--- src/rtl/onchip_mem_stream_reader.sv ---
// Avalon-MM block reader for on-chip RAM -> valid/ready stream; optional abort via ONCHIP_READER_ABORT_EN.
// Latency: first out_valid 2 cycles after accepted start, then 1 word/clk sustained.
// Backpressure: reads issue only while FIFO occupancy plus in-flight read is below FIFO_DEPTH.
module onchip_mem_stream_reader #(
    parameter int ADDR_W     = 16,
    parameter int DATA_W     = 32,
    parameter int FIFO_DEPTH = 8
) (
    input  logic                clk,
    input  logic                reset,
    input  logic                start,
    input  logic [ADDR_W-1:0]   base_addr,
    input  logic [ADDR_W:0]     word_count,
`ifdef ONCHIP_READER_ABORT_EN
    input  logic                abort,
`endif
    output logic                busy,
    output logic                done,
    output logic [ADDR_W-1:0]   mem_address,
    output logic                mem_chipselect,
    output logic                mem_clken,
    output logic                mem_write,
    output logic [DATA_W/8-1:0] mem_byteenable,
    input  logic [DATA_W-1:0]   mem_readdata,
    output logic [DATA_W-1:0]   out_data,
    output logic                out_valid,
    input  logic                out_ready,
    output logic                out_last
);

    localparam int PTR_W = $clog2(FIFO_DEPTH);
    localparam int CNT_W = PTR_W + 1;
    localparam logic [CNT_W:0] DEPTH_C = (CNT_W+1)'(FIFO_DEPTH);

    typedef enum logic [1:0] {IDLE, ISSUE, DRAIN} state_t;

    state_t             state, state_nxt;
    logic [ADDR_W-1:0]  addr;
    logic [ADDR_W:0]    remaining;
    logic               inflight;
    logic               inflight_last;
    logic               zero_done;

    logic [DATA_W-1:0]  fifo_data [FIFO_DEPTH];
    logic [FIFO_DEPTH-1:0] fifo_last;
    logic [PTR_W-1:0]   wr_ptr, rd_ptr;
    logic [CNT_W-1:0]   fifo_count;

    logic               abort_hit;
    logic               accept_start;
    logic               last_issue;
    logic               issue;
    logic               push, pop;
    logic               drain_done;
    logic [CNT_W:0]     occupancy;

`ifdef ONCHIP_READER_ABORT_EN
    assign abort_hit = abort && (state != IDLE);
`else
    assign abort_hit = 1'b0;
`endif

    // In-flight read holds a FIFO slot so its return always has room.
    assign occupancy    = {1'b0, fifo_count} + {{CNT_W{1'b0}}, inflight};
    assign accept_start = (state == IDLE) && start;
    assign issue        = (state == ISSUE) && (occupancy < DEPTH_C) && !abort_hit;
    assign last_issue   = issue && (remaining == (ADDR_W+1)'(1));
    assign push         = inflight && !abort_hit;
    assign pop          = out_valid && out_ready && !abort_hit;
    assign drain_done   = (state == DRAIN) && (fifo_count == '0) && !inflight;

    always_comb begin
        state_nxt = state;
        case (state)
            IDLE:    if (start && (word_count != '0)) state_nxt = ISSUE;
            ISSUE:   if (abort_hit || last_issue) state_nxt = DRAIN;
            DRAIN:   if (drain_done) state_nxt = IDLE;
            default: state_nxt = IDLE;
        endcase
    end

    always_ff @(posedge clk or posedge reset) begin
        if (reset) begin
            state         <= IDLE;
            addr          <= '0;
            remaining     <= '0;
            inflight      <= 1'b0;
            inflight_last <= 1'b0;
            zero_done     <= 1'b0;
            wr_ptr        <= '0;
            rd_ptr        <= '0;
            fifo_count    <= '0;
        end else begin
            state         <= state_nxt;
            zero_done     <= accept_start && (word_count == '0);
            inflight      <= issue;
            inflight_last <= last_issue;
            if (accept_start) begin
                addr      <= base_addr;
                remaining <= word_count;
            end else if (issue) begin
                addr      <= addr + ADDR_W'(1);
                remaining <= remaining - (ADDR_W+1)'(1);
            end
            if (abort_hit) begin
                wr_ptr     <= '0;
                rd_ptr     <= '0;
                fifo_count <= '0;
            end else begin
                if (push) wr_ptr <= wr_ptr + PTR_W'(1);
                if (pop)  rd_ptr <= rd_ptr + PTR_W'(1);
                case ({push, pop})
                    2'b10:   fifo_count <= fifo_count + CNT_W'(1);
                    2'b01:   fifo_count <= fifo_count - CNT_W'(1);
                    default: fifo_count <= fifo_count;
                endcase
            end
        end
    end

    always_ff @(posedge clk) begin
        if (push) begin
            fifo_data[wr_ptr] <= mem_readdata;
            fifo_last[wr_ptr] <= inflight_last;
        end
    end

    assign busy           = (state != IDLE);
    assign done           = drain_done || zero_done;
    assign mem_address    = addr;
    assign mem_chipselect = issue;
    assign mem_clken      = 1'b1;
    assign mem_write      = 1'b0;
    assign mem_byteenable = '1;
    assign out_valid      = (fifo_count != '0);
    assign out_data       = fifo_data[rd_ptr];
    assign out_last       = out_valid && fifo_last[rd_ptr];

endmodule

--- config.mk ---
export PLATFORM = sky130hd
export DESIGN_NAME = onchip_mem_stream_reader
export DESIGN_NICKNAME = d
export VERILOG_FILES = /design/src/rtl/onchip_mem_stream_reader.sv
export SDC_FILE = /design/constraint.sdc
export NUM_CORES = 1
export LEC_CHECK = 0
export ABC_AREA = 1
export ABC_CLOCK_PERIOD_IN_PS = 8200
export CAP_MARGIN = 20
export CORE_UTILIZATION = 56
export DETAILED_ROUTE_END_ITERATION = 6
export GPL_ROUTABILITY_DRIVEN = 1
export PLACE_DENSITY_LB_ADDON = 0.25
export REMOVE_ABC_BUFFERS = 1
export SYNTH_ARGS = -nofsm -noshare
export SYNTH_HDL_FRONTEND = slang
export SYNTH_SLANG_ARGS = --single-unit
--- constraint.sdc ---
create_clock -name clk -period 8.2 [get_ports clk]
set_input_delay 0.82 -clock clk [delete_from_list [all_inputs] [get_ports clk]]
set_output_delay 0.82 -clock clk [all_outputs]
set_load 0.01 [all_outputs]
After elaboration in Yosys (flattened, before gate mapping):

Memories as Yosys holds them, arrays and structs flattened.
Cells that the tools add are included.

* logic and storage cells: 67
* memories kept: 1
* RAM bits: 256
* input port bits: 69
* output and inout port bits: 59
* flip-flop bits (word level): 56

* order comparisons: 4
* multiplexer cells: 16
* reduce and logical (&&, ||, !) cells: 21
* eq/ne operators: 8
* add/subtract/negate cells: 7

Memories
* fifo_data: depth 8, width 32, rd ports 1, clocked after Yosys merged registers in 0, write ports 1, RTL line 44 `logic [DATA_W-1:0] fifo_data [FIFO_DEPTH];`

Operator list (count)
* $mux W17: 2
* $mux W16: 2
* $eq A17 B1 Y1 const B: 1
* $logic_not A17 Y1: 1
* $reduce_bool A17 Y1: 1
* $sub A17 B1 Y17 const B: 1
* $add A16 B1 Y16 const B: 1
* $logic_and A1 B1 Y1: 10
* $bwmux W8: 1
* $lt A3 B4 Y1 const B: 2
* $pmux W4 S2: 1
* $add A3 B1 Y3 const B: 2
* $mux W2: 3
* $pmux W2 S3: 1
* $reduce_bool A2 Y1: 3
* $add A4 B1 Y5: 1
* $lt A5 B4 Y1 const B: 1
* $add A4 B1 Y4 const B: 1
* $eq A2 B1 Y1 const B: 2
* $eq A2 B2 Y1 const B: 2
* $logic_not A4 Y1: 1
* $mux W1: 4
* $ne A2 B2 Y1 const B: 2
* $reduce_bool A4 Y1: 1
* other kinds (9): 9

Depth between registers and ports, before layout:

Gate-level depths: netlist (run 1).

* word-level depth: 6
* mapped depth: 13
* mapped depth without buffers: 13

Worst setup path before layout (run 1):

OpenSTA, ideal clock, no wires.

* kind: flip-flop to flip-flop
* start: register inflight
* end: memory fifo_data[0][0], enable pin
* clock period less this slack: 2.632 ns
* setup slack: 5.568 ns
* setup time: 0.423 ns
* required time: 7.777 ns
* buffers on the path: 0
* arrival time: 2.209 ns
* stages on the path, launching flop included: 4
* cells stage by stage: dfrtp_1 -> inv_1 -> or2_2 -> nor2_1

* longest elaborated chain between the ends: 2

Ends and longest elaborated chain
* from (decl): RTL line 40 `logic inflight;`
* from (signal assigned): RTL line 96 `inflight <= issue;`
* $mux W1: RTL line 122 `if (push) begin`
* $mux W1 (implied by the code): RTL line 123 `fifo_data[wr_ptr] <= mem_readdata;`
* to (decl): RTL line 44

No other way between the ends.

Worst setup path after layout (run 1):

* start: register rd_ptr[0]
* end: output port out_data[12]

* longest elaborated chain between the ends: 1

Ends and longest elaborated chain
* from (decl): RTL line 46 `logic [PTR_W-1:0] wr_ptr, rd_ptr;`
* from (signal assigned): RTL line 111 `if (pop) rd_ptr <= rd_ptr + PTR_W'(1);`
* $mem_v2 Z8 W32
* to (decl): RTL line 25 `output logic [DATA_W-1:0] out_data,`

No other way between the ends.

==> out/qor.csv, run 1 <==
metric,value,unit
average instance area after synthesis,10.4,um2
CP startpoint kind,flip-flop,
Rel. slew slack,29.3,%
Starting Density,57.4,%
top_reg_cell synth,edfxtp_1,
root buffer cell,clkbuf_16,
Final GP Congestion,0.832,
number of remaining DRC errors,0,
Hold WS,476,ps
vias in the first global route,8846,
"top cells by area, synth","edfxtp_1 (58%), dfrtp_1 (8.9%), nand2_1 (7.8%), nor2_1 (7.4%), o21ai_0 (5.5%)",
CTS sink count,312,
fin worst setup slack,3960,ps
Fin. Hold Viols,0,
initial antenna violation count,0,
final WL,28.1,mm
htree depth,1,
Synth Area in Adders,0.738,%
hold_sp,fifo_count[3]$_DFFE_PP0P_,
largest area contributor in the netlist,edfxtp_1,
Least-Margin Pin Slew,1060,ps
later-pin clock latency in the skew report,550,ps
fmax,0.236,GHz
layout cells sized above 1,5.39,%
via count,9300,
Post-DP HPWL,16.4,mm
Placement Setup Slack,4520,ps
I/O pin total,128,
crit end category,output port,
Synth top area share,58.4,%
PD cells,377,nW/um2
sequential share of the synthesized area,67.3,%
Netlist Area Pre-Place,13600,um2
Core Region,23600,um2
max-cap violations,0,
gr ovfl total,0,
Synth Area in Compound Gates,8.09,%
"IR drop worst, VDD",0.274,mV
WP data required,7380,ps
pin count of the biggest net entering global routing,109,
simple-gate share of the synthesized area,18.7,%
cts repair resizes,0,
Post-CTS Setup Inserts,0,
Post-Layout Cell Count,1748,
Nets,1484,
Setup TNS Final,0,ps
r2r endpoint,fifo_count[2]$_DFFE_PP0P_,
Inst Count DP,1694,
Post-synth EDFFs,264,
Pins Over Slew Limit,0,
Hold Crit Class,flip-flop to flip-flop,
post-synthesis register bit count,312,
synth unique cells,35,
mux cell area share after synthesis,0,%
hold depth,2,
fin crit period,4240,ps
Mapped Cells,1303,
total CTS buffers,30,
Fin Clk Skew,15.2,ps
hold_buf cts,0,
critical path peak fanout,92,
total track usage,23.2,%
ys async rst share,15.4,%
IO Port Bufs,121,
RSZ-0062 raised after global routing,false,
Die W,158,um
worst r2r src,fifo_count[0]$_DFFE_PP0P_,
Worst-path clk slew,60,ps
CTS tree,done,
per-cell routed wire length,16.1,um
Die Y,158,um
drt first pass iters,5,
Leakage,5.99,nW
final period utilization,51.7,%
main combinational cell family by area after synthesis,simple AND/OR/NAND/NOR gates,
Post-Synth XOR/XNOR Area,0.517,%
Max Buffers Root-to-Sink,3,
flop-to-flop setup slack,5920,ps
first-pass GRT wire length,44.5,mm
drt initial violations,673,
Row Count,56,
arrival time at the worst endpoint,3420,ps
R2R depth,13,
Final setup viols,0,
number of synthesis warnings,0,
Antenna Cells,0,
antenna-violating nets left,0,
Via-to-Cell Ratio,5.32,
Worst Setup SP,rd_ptr[0]$_DFFE_PP0N_,
status,"complete, no violations",
die footprint,24800,um2
WHS Endpoint,fifo_count[3]$_DFFE_PP0P_,
synth-to-layout area growth,17.4,%
Setup CP Type,flip-flop to output port,
## critical path, stage by stage (launching register included)
cell             delay [ps]
dfrtp_4                 610
inv_4                   350
buf_4                   780
o21ai_0                 200
o21ai_1                 120
nand2_1                  80
nand2_1                 130
clkdlybuf4s50_1         550
## where the power goes
group	internal (mW)	switching (mW)	leakage [nW]
clock network	0.810	0.545	0.471
registers	2.13	0.203	3.01
logic	0.868	1.44	2.51
## placed cells by master, fill, tap and decap left out, types with 7 or more instances in the layout
cell type	netlist	layout
ha_1	8	8
dfrtp_1	48	46
edfxtp_1	264	264
clkdlybuf4s50_1	0	121
nand2_1	283	283
clkbuf_16	0	31
buf_4	14	14
inv_1	51	50
nand4_1	8	8
clkbuf_1	18	7
nor2_1	267	259
o21ai_1	62	62
clkinv_1	1	9
o21ai_0	148	148
nand3_1	59	59
nor2_4	1	9
## state kept, by name, summed over array words and instances (netlist names)
name,flops
wr_ptr,3
zero_done,1
inflight,1
remaining,17
mem_address,16
state,2
fifo_data,256
inflight_last,1
rd_ptr,3
fifo_last,8
fifo_count,4
## worst max-delay path by stage
stage,end,cells after the start
3_5_place_dp,out_data[12],7
6_report,out_data[12],7
2_1_floorplan,out_last,5
5_1_grt,out_data[17],7
4_1_cts,out_data[12],7
3_3_place_gp,out_data[0],7
## layout make-up
class                      instances  area (um2)
clock inverter                    16         173
clock buffer                      38         802
fill                            1756        7680
inverter                          55         209
sequential                       312        9140
timing repair buffer             135        1320
multi-input combinational        873        3890
tap                              319         399
## through the flow
stage                     power [mW]  utilization [%]  area, um2
after global placement          4.61             63.3      15000
after CTS                       6.04             67.5      15900
after detailed placement        4.68             63.3      15000
final                           6.00             67.5      15900
after global routing            6.39             67.5      15900
after floorplan                 3.71                -      13200
## cells by family (layout without fill, tap and decap cells)
family	after synthesis	after routing
buffers and inverters	122	244
XOR/XNOR	8	8
adder cells (fa/ha/maj)	8	8
flip-flops	312	312
AND/OR/NAND/NOR	634	634
other	2	6
AO/OA/AOI/OAI	217	217
## Yosys cell counts (6+ instances only)
master      n
nand2_1   283
nor2_1    267
edfxtp_1  264
o21ai_0   148
o21ai_1    62
nand3_1    59
inv_1      51
dfrtp_1    48
buf_2      21
clkbuf_1   18
buf_4      14
buf_6       9
ha_1        8
nand4_1     8
xor2_1      6
## metal layers
layer	part of all wire [%]	vias up	track usage [%]
li1	-	4614	-
met1	43	4380	30.2
met2	49	261	40.8
met4	2.0	0	5.92
met3	6.1	45	3.42
met5	0	-	0
(Power assumes the default switching activity.)
==> run 2, diff against run 1 <==
Settings changed: ABC_CLOCK_PERIOD_IN_PS 8200 to 3900, CORE_UTILIZATION 56 to 52.
Clock period 8.2 ns to 3.9 ns, I/O delays scaled along.
==> out/qor.csv, run 2 (synthesized netlist as in run 1, its figures left out) <==
metric,value,unit
status,"complete, no violations",
"slowest stage cell, crit path",dfrtp_4,
Pint,8.20,mW
worst r2r src,inflight$_DFF_PP0_,
htree depth,2,
drt first pass iters,5,
via count,9474,
crit end category,output port,
Via-to-Cell Ratio,5.36,
CP startpoint kind,flip-flop,
Sw Ratio,36.6,%
per-cell routed wire length,16.5,um
synth-to-layout area growth,18.7,%
Hold WS,356,ps
clock share of power,23.8,%
Pins Over Slew Limit,0,
Hold Crit Class,primary input to async pin,
Nets,1494,
initial antenna violation count,0,
fin crit period,3410,ps
Core Region,25400,um2
drt initial violations,808,
later-pin clock latency in the skew report,510,ps
gr ovfl total,0,
max-cap violations,0,
Die Y,164,um
Die W,164,um
IO Port Bufs,121,
final period utilization,87.6,%
vias in the first global route,9234,
Post-Route Utilization,63.4,%
Least-Margin Pin Slew,958,ps
Final setup viols,0,
Worst-path clk slew,60,ps
most frequent cells in the layout,"nand2_1 (283), edfxtp_1 (264), nor2_1 (259), o21ai_0 (148), clkdlybuf4s50_1 (121)",
Comb power frac,37.7,%
Worst Setup SP,rd_ptr[0]$_DFFE_PP0N_,
layout cells sized above 1,6.06,%
number of remaining DRC errors,0,
Fin Clk Skew,14.7,ps
max FFs per register,256,
total track usage,22.5,%
hold_buf cts,0,
arrival time at the worst endpoint,3020,ps
Post-Layout Cell Count,1766,
pin count of the biggest net entering global routing,71,
Placement Setup Slack,1010,ps
Post-DP HPWL,17.1,mm
Antenna Cells,0,
"most common cell after layout, fill and taps aside",nand2_1,
final WL,29.1,mm
root buffer cell,clkbuf_16,
Row Count,58,
Inst Count DP,1711,
Rel. slew slack,36.0,%
"slowest stage delay, CP",780,ps
Post-CTS Setup Inserts,0,
"IR drop worst, VDD",0.470,mV
Filler cells,1975,
critical path peak fanout,55,
I/O pin total,128,
Leakage,6.07,nW
RSZ-0062 raised after global routing,false,
share of power burned in registers,38.5,%
first-pass GRT wire length,46.6,mm
CTS tree,done,
Setup CP Type,flip-flop to output port,
cts repair resizes,0,
fin worst setup slack,485,ps
Fin. Hold Viols,0,
fmax,0.293,GHz
PD cells,804,nW/um2
crit path cell chain,buf_4 -> nor2_1 -> nor2_1 -> o21ai_0 -> o21ai_1 -> nor2_1 -> nor2_1 -> clkdlybuf4s50_1,
total CTS buffers,34,
antenna-violating nets left,0,
Final GP Congestion,0.849,
Max Buffers Root-to-Sink,3,
CP most frequent cell,nor2_1,
Largest Register,fifo_data,
Psw,4.74,mW
WP data required,3510,ps
CTS sink count,312,
die footprint,26700,um2
Starting Density,53.4,%
[run 2: path summary, 6_finish.rpt]
check | end | depth (start not counted) | slack, ps
worst max-delay path | out_last | 8 | 490
worst min-delay path | remaining[1]$_DFFE_PP0P_ | 2 | 360
worst max register to register | fifo_last[2]$_DFFE_PP_ | 4 | 1570
worst min register to register | fifo_count[3]$_DFFE_PP0P_ | 2 | 490
max in group asynchronous | mem_address[10]$_DFFE_PP0P_ | 3 | 2870
min in group clk | mem_address[4]$_DFFE_PP0P_ | 3 | 450
[run 2: per-layer routing]
| metal | global-route usage, % | vias to the layer above | routed length, um |
|---|---|---|---|
| li1 | - | 4625 | - |
| met1 | 29.4 | 4440 | 12300 |
| met2 | 37.8 | 340 | 13900 |
| met3 | 3.43 | 69 | 2010 |
| met4 | 8.80 | 0 | 893 |
| met5 | 0 | - | 0 |
[run 2: stage by stage]
step / TNS [ps] / instance area, um2 / power [mW]
final: 0 / 16100 / 12.9
after global routing: 0 / 16100 / 13.8
after CTS: 0 / 16100 / 13.0
after detailed placement: 0 / 15000 / 9.94
after global placement: 0 / 15000 / 9.81
after floorplan: -295 / 13200 / 7.79
[run 2: power groups by stage]
| stage | Combinational (mW) | Sequential, mW | Clock [mW] |
|---|---|---|---|
| after floorplan | 2.67 | 5.12 | 0 |
| after global placement | 4.78 | 5.03 | 0 |
| after detailed placement | 4.89 | 5.05 | 0 |
| after CTS | 4.92 | 4.99 | 3.12 |
| after global routing | 5.47 | 5.08 | 3.25 |
| final | 4.88 | 4.99 | 3.08 |
[run 2: worst max-delay path, delay by kind of cell, from the launching register on]
kind,cells,cell delay [ps]
flip-flops,1,780
AND/OR/NAND/NOR,4,400
buffers and inverters,2,1180
AO/OA/AOI/OAI,2,170
[run 2: final cells by class]
| class | instances | area [um2] | share of cell area [%] |
|---|---|---|---|
| Sequential cell | 312 | 9140 | 56.7 |
| Timing Repair Buffer | 141 | 1390 | 8.61 |
| Tap cell | 330 | 413 | 2.56 |
| Clock inverter | 13 | 163 | 1.01 |
| Inverter | 55 | 209 | 1.30 |
| Multi-Input combinational cell | 873 | 3890 | 24.2 |
| Clock buffer | 42 | 902 | 5.60 |
